File: src/rtl/db15_serial_joy.sv
// Serial DB15 joystick receiver: strobes an external 24-bit PISO chain and
// publishes two active-high 12-button words, optionally requiring two equal frames.
module db15_serial_joy #(
    parameter int unsigned DIV    = 32,
    parameter int unsigned GAP    = 256,
    parameter bit          FILTER = 1'b1
) (
    input  logic        clk,
    input  logic        reset,
    input  logic        JOY_DATA,
    output logic        JOY_CLK,
    output logic        JOY_LOAD,
    output logic [15:0] joystick1,
    output logic [15:0] joystick2,
    output logic        frame_done
);

    localparam logic [15:0] DIV_M1 = 16'(DIV - 1);
    localparam logic [15:0] GAP_M1 = (GAP > 0) ? 16'(GAP - 1) : 16'd0;

    typedef enum logic [2:0] {
        S_LOAD, S_LATCH, S_SHIFT_LO, S_SHIFT_HI, S_DONE, S_GAP
    } state_e;

    state_e      state_q, state_d;
    logic [15:0] cnt_q, cnt_d;
    logic [4:0]  idx_q, idx_d;
    logic [23:0] cap_q, cap_d;
    logic [23:0] prev_q, prev_d;
    logic [23:0] joy_q, joy_d;
    logic [1:0]  sync_q;
    logic        jclk_q, jload_q, done_q;
    logic        last;

    assign last = (cnt_q == 16'd0);

    always_ff @(posedge clk) begin
        if (reset) begin
            state_q <= S_LOAD;
            cnt_q   <= DIV_M1;
            idx_q   <= 5'd0;
            cap_q   <= '0;
            prev_q  <= '0;
            joy_q   <= '0;
            sync_q  <= 2'b11;
            jclk_q  <= 1'b0;
            jload_q <= 1'b1;
            done_q  <= 1'b0;
        end else begin
            state_q <= state_d;
            cnt_q   <= cnt_d;
            idx_q   <= idx_d;
            cap_q   <= cap_d;
            prev_q  <= prev_d;
            joy_q   <= joy_d;
            sync_q  <= {sync_q[0], JOY_DATA};
            // Strobes are decoded from the current state and registered, so the
            // pins trail the FSM by one cycle but hold each phase for DIV cycles.
            jclk_q  <= (state_q == S_SHIFT_HI);
            jload_q <= (state_q != S_LOAD);
            done_q  <= (state_q == S_DONE);
        end
    end

    always_comb begin
        state_d = state_q;
        cnt_d   = last ? cnt_q : cnt_q - 16'd1;
        idx_d   = idx_q;
        cap_d   = cap_q;
        prev_d  = prev_q;
        joy_d   = joy_q;
        case (state_q)
            S_LOAD: if (last) begin
                state_d = S_LATCH;
                cnt_d   = DIV_M1;
            end
            S_LATCH: if (last) begin
                state_d = S_SHIFT_LO;
                cnt_d   = DIV_M1;
                idx_d   = 5'd0;
            end
            S_SHIFT_LO: if (last) begin
                cap_d[idx_q] = ~sync_q[1];
                state_d      = S_SHIFT_HI;
                cnt_d        = DIV_M1;
            end
            S_SHIFT_HI: if (last) begin
                if (idx_q == 5'd23) begin
                    state_d = S_DONE;
                end else begin
                    idx_d   = idx_q + 5'd1;
                    state_d = S_SHIFT_LO;
                    cnt_d   = DIV_M1;
                end
            end
            S_DONE: begin
                prev_d = cap_q;
                if (!FILTER || (cap_q == prev_q))
                    joy_d = cap_q;
                if (GAP == 0) begin
                    state_d = S_LOAD;
                    cnt_d   = DIV_M1;
                end else begin
                    state_d = S_GAP;
                    cnt_d   = GAP_M1;
                end
            end
            S_GAP: if (last) begin
                state_d = S_LOAD;
                cnt_d   = DIV_M1;
            end
            default: begin
                state_d = S_LOAD;
                cnt_d   = DIV_M1;
            end
        endcase
    end

    assign JOY_CLK    = jclk_q;
    assign JOY_LOAD   = jload_q;
    assign frame_done = done_q;
    assign joystick1  = {4'b0000, joy_q[11:0]};
    assign joystick2  = {4'b0000, joy_q[23:12]};

endmodule

File: config.mk
export PLATFORM = sky130hd
export DESIGN_NAME = db15_serial_joy
export DESIGN_NICKNAME = d
export VERILOG_FILES = /design/src/rtl/db15_serial_joy.sv
export SDC_FILE = /design/constraint.sdc
export NUM_CORES = 1
export LEC_CHECK = 0
export ABC_AREA = 1
export BUFFER_PORTS_ARGS = -buffer_cell sky130_fd_sc_hd__buf_2
export CAP_MARGIN = 20
export CELL_PAD_IN_SITES_DETAIL_PLACEMENT = 0
export CELL_PAD_IN_SITES_GLOBAL_PLACEMENT = 2
export CORE_ASPECT_RATIO = 0.7
export CORE_MARGIN = 4
export CORE_UTILIZATION = 34
export DETAILED_ROUTE_END_ITERATION = 8
export PLACE_DENSITY = 0.78
export SYNTH_ARGS = -nofsm -noshare
export SYNTH_HDL_FRONTEND = slang
export SYNTH_SLANG_ARGS = --single-unit
export TNS_END_PERCENT = 20
File: constraint.sdc
create_clock -name clk -period 2 [get_ports clk]
set_input_delay 0.4 -clock clk [delete_from_list [all_inputs] [get_ports clk]]
set_output_delay 0.4 -clock clk [all_outputs]
set_load 0.05 [all_outputs]
==> flow_summary.ini, run 1 <==
[sta]
tightest_slew_ps = 752
skew_ps = 8.01
rsz0062_at_grt = no
hold_viol = 0
drv_slew = 0
max-slew-margin-rel_pct = 49.8
whs_ps = 237
fmax_mhz = 536
setup_viol = 0
setup-tns-final_ps = 0
finalWorstSetupSlack_ps = 135
layout_min_cycle_time_ps = 1860
period_share_pct = 93.2

[floorplan]
core-area_mm2 = 0.0141
initial_core_util_pct = 35.2
dieHeight_um = 109
design.die.area_mm2 = 0.0167
row_count = 36
die_w_um = 153
ios = 38

[worst_hold_path]
hold_class = in -> reg

[finish]
mostFrequentLayoutCells = nand2_1 (165), dfxtp_1 (101), nor2_1 (99)
fin_area_mm2 = 0.00571
fin_cells = 955
fin_nets = 769
drive_above_1_share_pct = 14.1
diodes = 0
n_fill_cell = 1527
area_growth_pct = 14.6
mostFrequentLayoutCell = nand2_1

[grt]
grt_usage_pct = 15.8
antenna_found_initial = 0
grt_max_degree = 52
grt_pass1_vias = 4142
grt_first_pass_wirelength_um = 21400
grt_overflow = 0

[cts]
root_buffer = clkbuf_16
cts_max_path_buffers = 2
clkTransAtPathRegs_ps = 70
postCtsSetupBuffers = 0
cts_sinks = 101
insertion_delay_ps = 340
htree_num_levels = 3
cts_tree = built
numCtsBuffers = 9

[drt]
antenna_left = 0
totalWireLength_um = 12700
via_per_inst = 4.81
firstDrtPassIters = 5
wire_per_inst_um = 13.2
via_count = 4596
drcViolationCount = 0
first_iter_violations = 359

[setup_path]
arrival_ps = 2120
path_max_fanout = 6
critPathTopFamily = simple AND/OR/NAND/NOR gates
cpMaxStageDelayCell = dfxtp_1
path_common_cell = nand2_1
cp.required_ps = 2260
worst_setup_path_start_kind = flop
slowest_delay_ps = 400
crit_buf_inv = 2
crit_type = reg -> reg
worstPathCellList = inv_2 > ha_2 > nand2_2 > nor2_1 > nand2_1 > o21ai_1 > nand2_1 > nand2_1 > buf_4 > nor3_1
crit_path_end_kind = flop

[synthesis]
synth-seq-area-share_pct = 40.6
synth_area_leader_cell = dfxtp_1
synth_area_leaders = dfxtp_1 (41%), nand2_1 (13%), nor2_1 (7.8%), nand4_1 (6.2%), a21oi_1 (6.0%)
synth_top_area_share_pct = 40.6
ys_warn_count = 0
syn_area_mm2 = 0.00498
post_synth_num_cell_types = 30
ys_ff_latch = 101
syn_inst = 729
syn_avg_cell_area_um2 = 6.83

[status]
outcome = finished, final reports clean

[job]
drv_cap = 0

[power]
cellLeakagePower_nw = 2.35
vdd_drop_max_mv = 0.344
powerDensity_mw_per_mm2 = 668

[placed_design]
placed_cell_area_mm2 = 0.00541
place.port_buffers = 29
place_congestion = 0.811
pre_cts_slack_ps = 42.9
dp_cells = 939
hpwl_um = 9160
what timing repair did:
item,CTS,global route
endpoints found under the setup margin,0,36
hold buffers,0,0
gates resized for setup,0,8
Yosys cell counts:
cell type,number
nand2_1,166
nor2_1,103
dfxtp_1,101
a21oi_1,60
inv_1,60
nand4_1,49
nand3_1,48
o21ai_0,33
clkbuf_1,18
inv_2,15
nor3_1,10
xor2_1,9
buf_2,8
buf_4,8
ha_1,6
buf_6,5
nor2_4,5
xnor2_1,5
buf_1,4
or2_2,4
nand3b_1,2
nor2_2,2
a21o_1,1
conb_1,1
nand2_2,1
nand2_4,1
nand3_2,1
o21ai_1,1
o22ai_1,1
o31ai_1,1
registers in the layout (all words and copies together) (netlist names):
register / cells
cap_q: 24
joy_q: 24
idx_q: 5
sync_q: 2
cnt_q: 16
JOY_CLK: 1
prev_q: 24
JOY_LOAD: 1
state_q: 3
frame_done: 1
stage by stage:
stage	utilization, %	power, mW
finish	40.3	3.81
global route	40.3	3.96
CTS	40.2	3.89
detailed placement	38.3	2.20
global placement	38.3	2.20
floorplan	-	2.18
layer usage:
layer | wire [µm] | up-vias | GRT usage (%)
li1 | - | 2409 | -
met1 | 6970 | 2065 | 24.6
met2 | 4820 | 114 | 21.9
met3 | 778 | 8 | 3.85
met4 | 81 | 0 | 2.86
met5 | 0 | - | 0
power breakdown:
group	total, mW	leakage, nW	switching [mW]	internal [mW]
clock	1.66	0.127	0.799	0.856
combinational	0.131	1.41	0.0994	0.0311
sequential	2.02	0.815	0.00580	2.02
kinds of logic (layout without fill, tap and decap cells):
group           Yosys count  in the layout  synth area share (%)
flops                   101            101                  40.6
xor+xnor                 14             14                  2.46
compound gates           97             97                  9.88
other cells               1              8                0.0753
fa+ha+maj                 6              6                  1.51
simple gates            392            392                  35.0
buf+inv                 118            147                  10.5
path summary, 6_finish.rpt:
path,startpoint,cells after the start,to,slack (ps)
max,cnt_q[0],10,cnt_q[13],140
min,JOY_DATA,2,sync_q[0],240
max reg2reg,cnt_q[0],10,cnt_q[13],140
min reg2reg,sync_q[0],1,sync_q[1],410
area by class of cell:
| cell class | count | area [µm²] | share of cell area [%] |
|---|---|---|---|
| multi-input cells | 517 | 2480 | 43.4 |
| clock inverters | 6 | 47.5 | 0.833 |
| repair buffers | 56 | 410 | 7.19 |
| flip-flops and latches | 101 | 2020 | 35.4 |
| clock buffers | 10 | 229 | 4.01 |
| inverters | 75 | 282 | 4.93 |
| well taps | 190 | 238 | 4.17 |
No activity file was read; power rests on OpenSTA's default activity.
==> run 2, diff against run 1 <==
--- a/config.mk
+++ b/config.mk
@@ -14,6 +14,7 @@
 export CORE_MARGIN = 4
 export CORE_UTILIZATION = 34
 export DETAILED_ROUTE_END_ITERATION = 8
+export MAX_ROUTING_LAYER = met4
 export PLACE_DENSITY = 0.78
 export SYNTH_ARGS = -nofsm -noshare
 export SYNTH_HDL_FRONTEND = slang
==> run 2 against run 1 <==
  * Die area did not move
  * Wire length down 0.11%
  * Sequential cell count stayed put
  * Utilization unchanged
  * Combinational power barely moved
==> flow_summary.ini, run 2 (synthesis gave the netlist of run 1 again) <==
[finish]
diodes = 0
mostFrequentLayoutCell = nand2_1
fin_cells = 955
area_growth_pct = 14.6
largestRegisters = cap_q: 24 flops, joy_q: 24 flops, prev_q: 24 flops
fin_nets = 769
mostFrequentLayoutCells = nand2_1 (165), dfxtp_1 (101), nor2_1 (99)
drive_above_1_share_pct = 14.1

[drt]
antenna_left = 0
via_count = 4611
first_iter_violations = 368
totalWireLength_um = 12600
wire_per_inst_um = 13.2
firstDrtPassIters = 5
drcViolationCount = 0
via_per_inst = 4.83

[setup_path]
worstPathCellList = inv_2 > ha_2 > nand2_2 > nor2_1 > nand2_1 > o21ai_1 > nand2_1 > nand2_1 > buf_4 > nor3_1
arrival_ps = 2120
crit_buf_inv = 2
critPathTopFamily = simple AND/OR/NAND/NOR gates
worst_setup_path_start_kind = flop
crit_path_end_kind = flop
crit_type = reg -> reg
cpMaxStageDelayCell = dfxtp_1
cp.required_ps = 2260
path_max_fanout = 6
slowest_delay_ps = 400
path_common_cell = nand2_1

[grt]
antenna_found_initial = 0
grt_first_pass_wirelength_um = 21400
grt_pass1_vias = 4132
grt_overflow = 0
grt_usage_pct = 16.3
grt_max_degree = 52

[cts]
clkTransAtPathRegs_ps = 70
cts_max_path_buffers = 2
numCtsBuffers = 9
htree_num_levels = 3
cts_hold_buffers = 0
root_buffer = clkbuf_16
insertion_delay_ps = 340
cts_tree = built
cts_sinks = 101

[sta]
tightest_slew_ps = 733
whs_ps = 237
drv_slew = 0
fmax_mhz = 536
setup-tns-final_ps = 0
setup_viol = 0
max-slew-margin-rel_pct = 51.1
hold_viol = 0
skew_ps = 7.75
period_share_pct = 93.2
finalWorstSetupSlack_ps = 135
rsz0062_at_grt = no
layout_min_cycle_time_ps = 1860

[placed_design]
dp_cells = 939
place.port_buffers = 29
pre_cts_slack_ps = 42.9
hpwl_um = 9160
place_congestion = 0.823

[floorplan]
initial_core_util_pct = 35.2
core-area_mm2 = 0.0141
row_count = 36
ios = 38
design.die.area_mm2 = 0.0167
dieHeight_um = 109
die_w_um = 153

[status]
outcome = finished, final reports clean

[worst_hold_path]
hold_class = in -> reg

[job]
drv_cap = 0

[power]
vdd_drop_max_mv = 0.343
cellLeakagePower_nw = 2.35
powerDensity_mw_per_mm2 = 668
## run 2: cell type report
type	instances	area, µm²
well taps	190	238
clock buffers	10	229
flip-flops and latches	101	2020
inverters	75	282
multi-input cells	517	2480
repair buffers	56	410
clock inverters	6	47.5
fillers	1527	8440
## run 2: worst reg2reg max path, delay by kind of cell (launching register included)
kind | cells | cell delay [ps]
simple gates | 6 | 750
compound gates | 1 | 130
buf+inv | 2 | 300
flops | 1 | 400
fa+ha+maj | 1 | 200
## run 2: worst paths after layout
path	start	end	slack, ps	depth (start not counted)
setup / recovery	cnt_q[0]	cnt_q[13]	140	10
hold / removal	JOY_DATA	sync_q[0]	240	2
setup reg to reg	cnt_q[0]	cnt_q[13]	140	10
hold reg to reg	sync_q[0]	sync_q[1]	410	1
## run 2: repair_timing
item                                   in CTS  in global routing
gates resized for setup                     0                  8
endpoints found under the hold margin       0                  0
buffers inserted                            0                  0
setup endpoints to repair                   0                 36
## run 2: report_power, final
part	total, mW	internal (mW)	switching (mW)
Clock	1.66	0.856	0.800
Combinational	0.131	0.0311	0.0996
Sequential	2.02	2.02	0.00589
Total	3.81	2.90	0.905
## run 2: stage by stage
step	instance area, µm²	util, %	total power [mW]
finish	5710	40.3	3.81
global route	5710	40.3	3.96
CTS	5690	40.2	3.89
detailed placement	5410	38.3	2.20
global placement	5410	38.3	2.20
floorplan	5000	-	2.18
## run 2: layer usage
layer	share of wire [%]	wire length, µm	GRT usage [%]	vias to the layer above
met5	0	0	-	-
met4	0.51	65	2.86	0
met3	6.5	827	3.97	6
met2	38	4840	21.9	123
met1	55	6910	24.7	2066
li1	-	-	-	2416
==> run 3, diff against run 2 <==
--- a/config.mk
+++ b/config.mk
@@ -12,10 +12,11 @@
 export CELL_PAD_IN_SITES_GLOBAL_PLACEMENT = 2
 export CORE_ASPECT_RATIO = 0.7
 export CORE_MARGIN = 4
-export CORE_UTILIZATION = 34
+export CORE_UTILIZATION = 36
 export DETAILED_ROUTE_END_ITERATION = 8
+export HOLD_SLACK_MARGIN = 0.02
 export MAX_ROUTING_LAYER = met4
-export PLACE_DENSITY = 0.78
+export PLACE_DENSITY = 0.82
 export SYNTH_ARGS = -nofsm -noshare
 export SYNTH_HDL_FRONTEND = slang
 export SYNTH_SLANG_ARGS = --single-unit
==> constraint.sdc (replaced) <==
create_clock -name clk -period 2.4 [get_ports clk]
set_input_delay 0.48 -clock clk [delete_from_list [all_inputs] [get_ports clk]]
set_output_delay 0.48 -clock clk [all_outputs]
set_load 0.05 [all_outputs]
==> run 3 against run 2 <==
  * Non-clock buffer count is 7 lower
  * Fmax fell by 8.4%
  * Worst setup slack better by 230 ps
  * Largest cell class unchanged
  * Cell area down 1.6%
  * Clock power fell by 9%
  * Via count down 1.7%
  * Global-route usage is 0.65 points higher
==> flow_summary.ini, run 3 (synthesis gave the netlist of run 1 again) <==
[status]
outcome = finished, final reports clean

[finish]
fin_nets = 762
mostFrequentLayoutCells = nand2_1 (166), nor2_1 (103), dfxtp_1 (101)
largestRegisters = cap_q: 24 flops, joy_q: 24 flops, prev_q: 24 flops
drive_above_1_share_pct = 12.3
diodes = 0
mostFrequentLayoutCell = nand2_1
area_growth_pct = 12.7
final_core_util_pct = 42.0

[cts]
numCtsBuffers = 9
cts_tree = built
ctsResizeCount = 0
cts_hold_buffers = 0
postCtsSetupBuffers = 0
cts_sinks = 101
htree_num_levels = 3
root_buffer = clkbuf_16
insertion_delay_ps = 340
clkTransAtPathRegs_ps = 70
cts_max_path_buffers = 2

[floorplan]
dieHeight_um = 106
die_w_um = 149
initial_core_util_pct = 37.3
ios = 38
row_count = 35
core-area_mm2 = 0.0134
design.die.area_mm2 = 0.0158

[sta]
setup_viol = 0
rsz0062_at_grt = no
fmax_mhz = 491
whs_ps = 320
skew_ps = 9.11
period_share_pct = 84.8
tightest_slew_ps = 781
setup-tns-final_ps = 0
layout_min_cycle_time_ps = 2030
hold_viol = 0
max-slew-margin-rel_pct = 47.5
drv_slew = 0

[drt]
via_count = 4534
via_per_inst = 4.81
totalWireLength_um = 12600
wire_per_inst_um = 13.3
drcViolationCount = 0
first_iter_violations = 329
firstDrtPassIters = 4
antenna_left = 0

[power]
powerDensity_mw_per_mm2 = 588
cellLeakagePower_nw = 2.32
p_total_mw = 3.30
vdd_drop_max_mv = 0.289

[setup_path]
cpMaxStageDelayCell = dfxtp_1
crit_type = reg -> reg
crit_path_end_kind = flop
path_max_fanout = 6
crit_buf_inv = 2
arrival_ps = 2250
worst_setup_path_start_kind = flop
critPathTopFamily = adder cells
slowest_delay_ps = 340
crit_path_start = cnt_q[0]
worstPathCellList = inv_1 > ha_1 > nand2_1 > inv_1 > nand4_1 > ha_1 > o31ai_1 > nand3_1
cp.required_ps = 2610
worstReg2RegStart = cnt_q[0]

[worst_hold_path]
holdCritStartpoint = JOY_DATA
hold_class = in -> reg

[grt]
grt_pass1_vias = 4111
grt_usage_pct = 17.0
antenna_found_initial = 0
grt_overflow = 0
grt_first_pass_wirelength_um = 21200
grt_max_degree = 49

[placed_design]
place_congestion = 0.862
hpwl_um = 9120
place.port_buffers = 29

[job]
drv_cap = 0
==> run 3: cell count changes in the layout (fill, tap and decap cells not counted), moves of 2 or more <==
| cell | delta |
|---|---|
| buf_12 | -4 |
| buf_4 | -3 |
| clkbuf_8 | +2 |
| clkinvlp_4 | -2 |
| inv_1 | +2 |
| inv_2 | -2 |
| nor2_1 | +4 |
| nor2_2 | -4 |
==> run 3: routing by layer <==
metal	GRT usage, %	vias up	routed length [µm]
li1	-	2404	-
met1	26.2	2030	7060
met2	22.3	94	4800
met3	3.83	6	651
met4	3.03	0	64
met5	-	-	0
==> run 3: cell type report <==
type / count / area (µm²)
Fill cell: 1393 / 7740
Multi-Input combinational cell: 517 / 2460
Tap cell: 185 / 231
Timing Repair Buffer: 49 / 308
Clock buffer: 11 / 253
Inverter: 75 / 282
Clock inverter: 4 / 55.1
Sequential cell: 101 / 2020
==> run 3: final timing paths <==
path,endpoint,slack [ps],depth (start not counted)
hold reg to reg,sync_q[1],420,1
setup reg to reg,cnt_q[0],370,8
hold / removal,sync_q[0],320,2
setup / recovery,cnt_q[0],370,8
==> run 3: through the flow <==
step	setup slack, ps	instance area (µm²)	instances
global route	174	5610	942
finish	365	5610	942
global placement	455	5310	927
floorplan	648	5000	736
detailed placement	375	5310	927
CTS	347	5610	942
==> run 3: report_power, final <==
part	switching [mW]	internal, mW
clock	0.646	0.866
combinational	0.0826	0.0223
sequential	0.00410	1.68
total	0.733	2.57
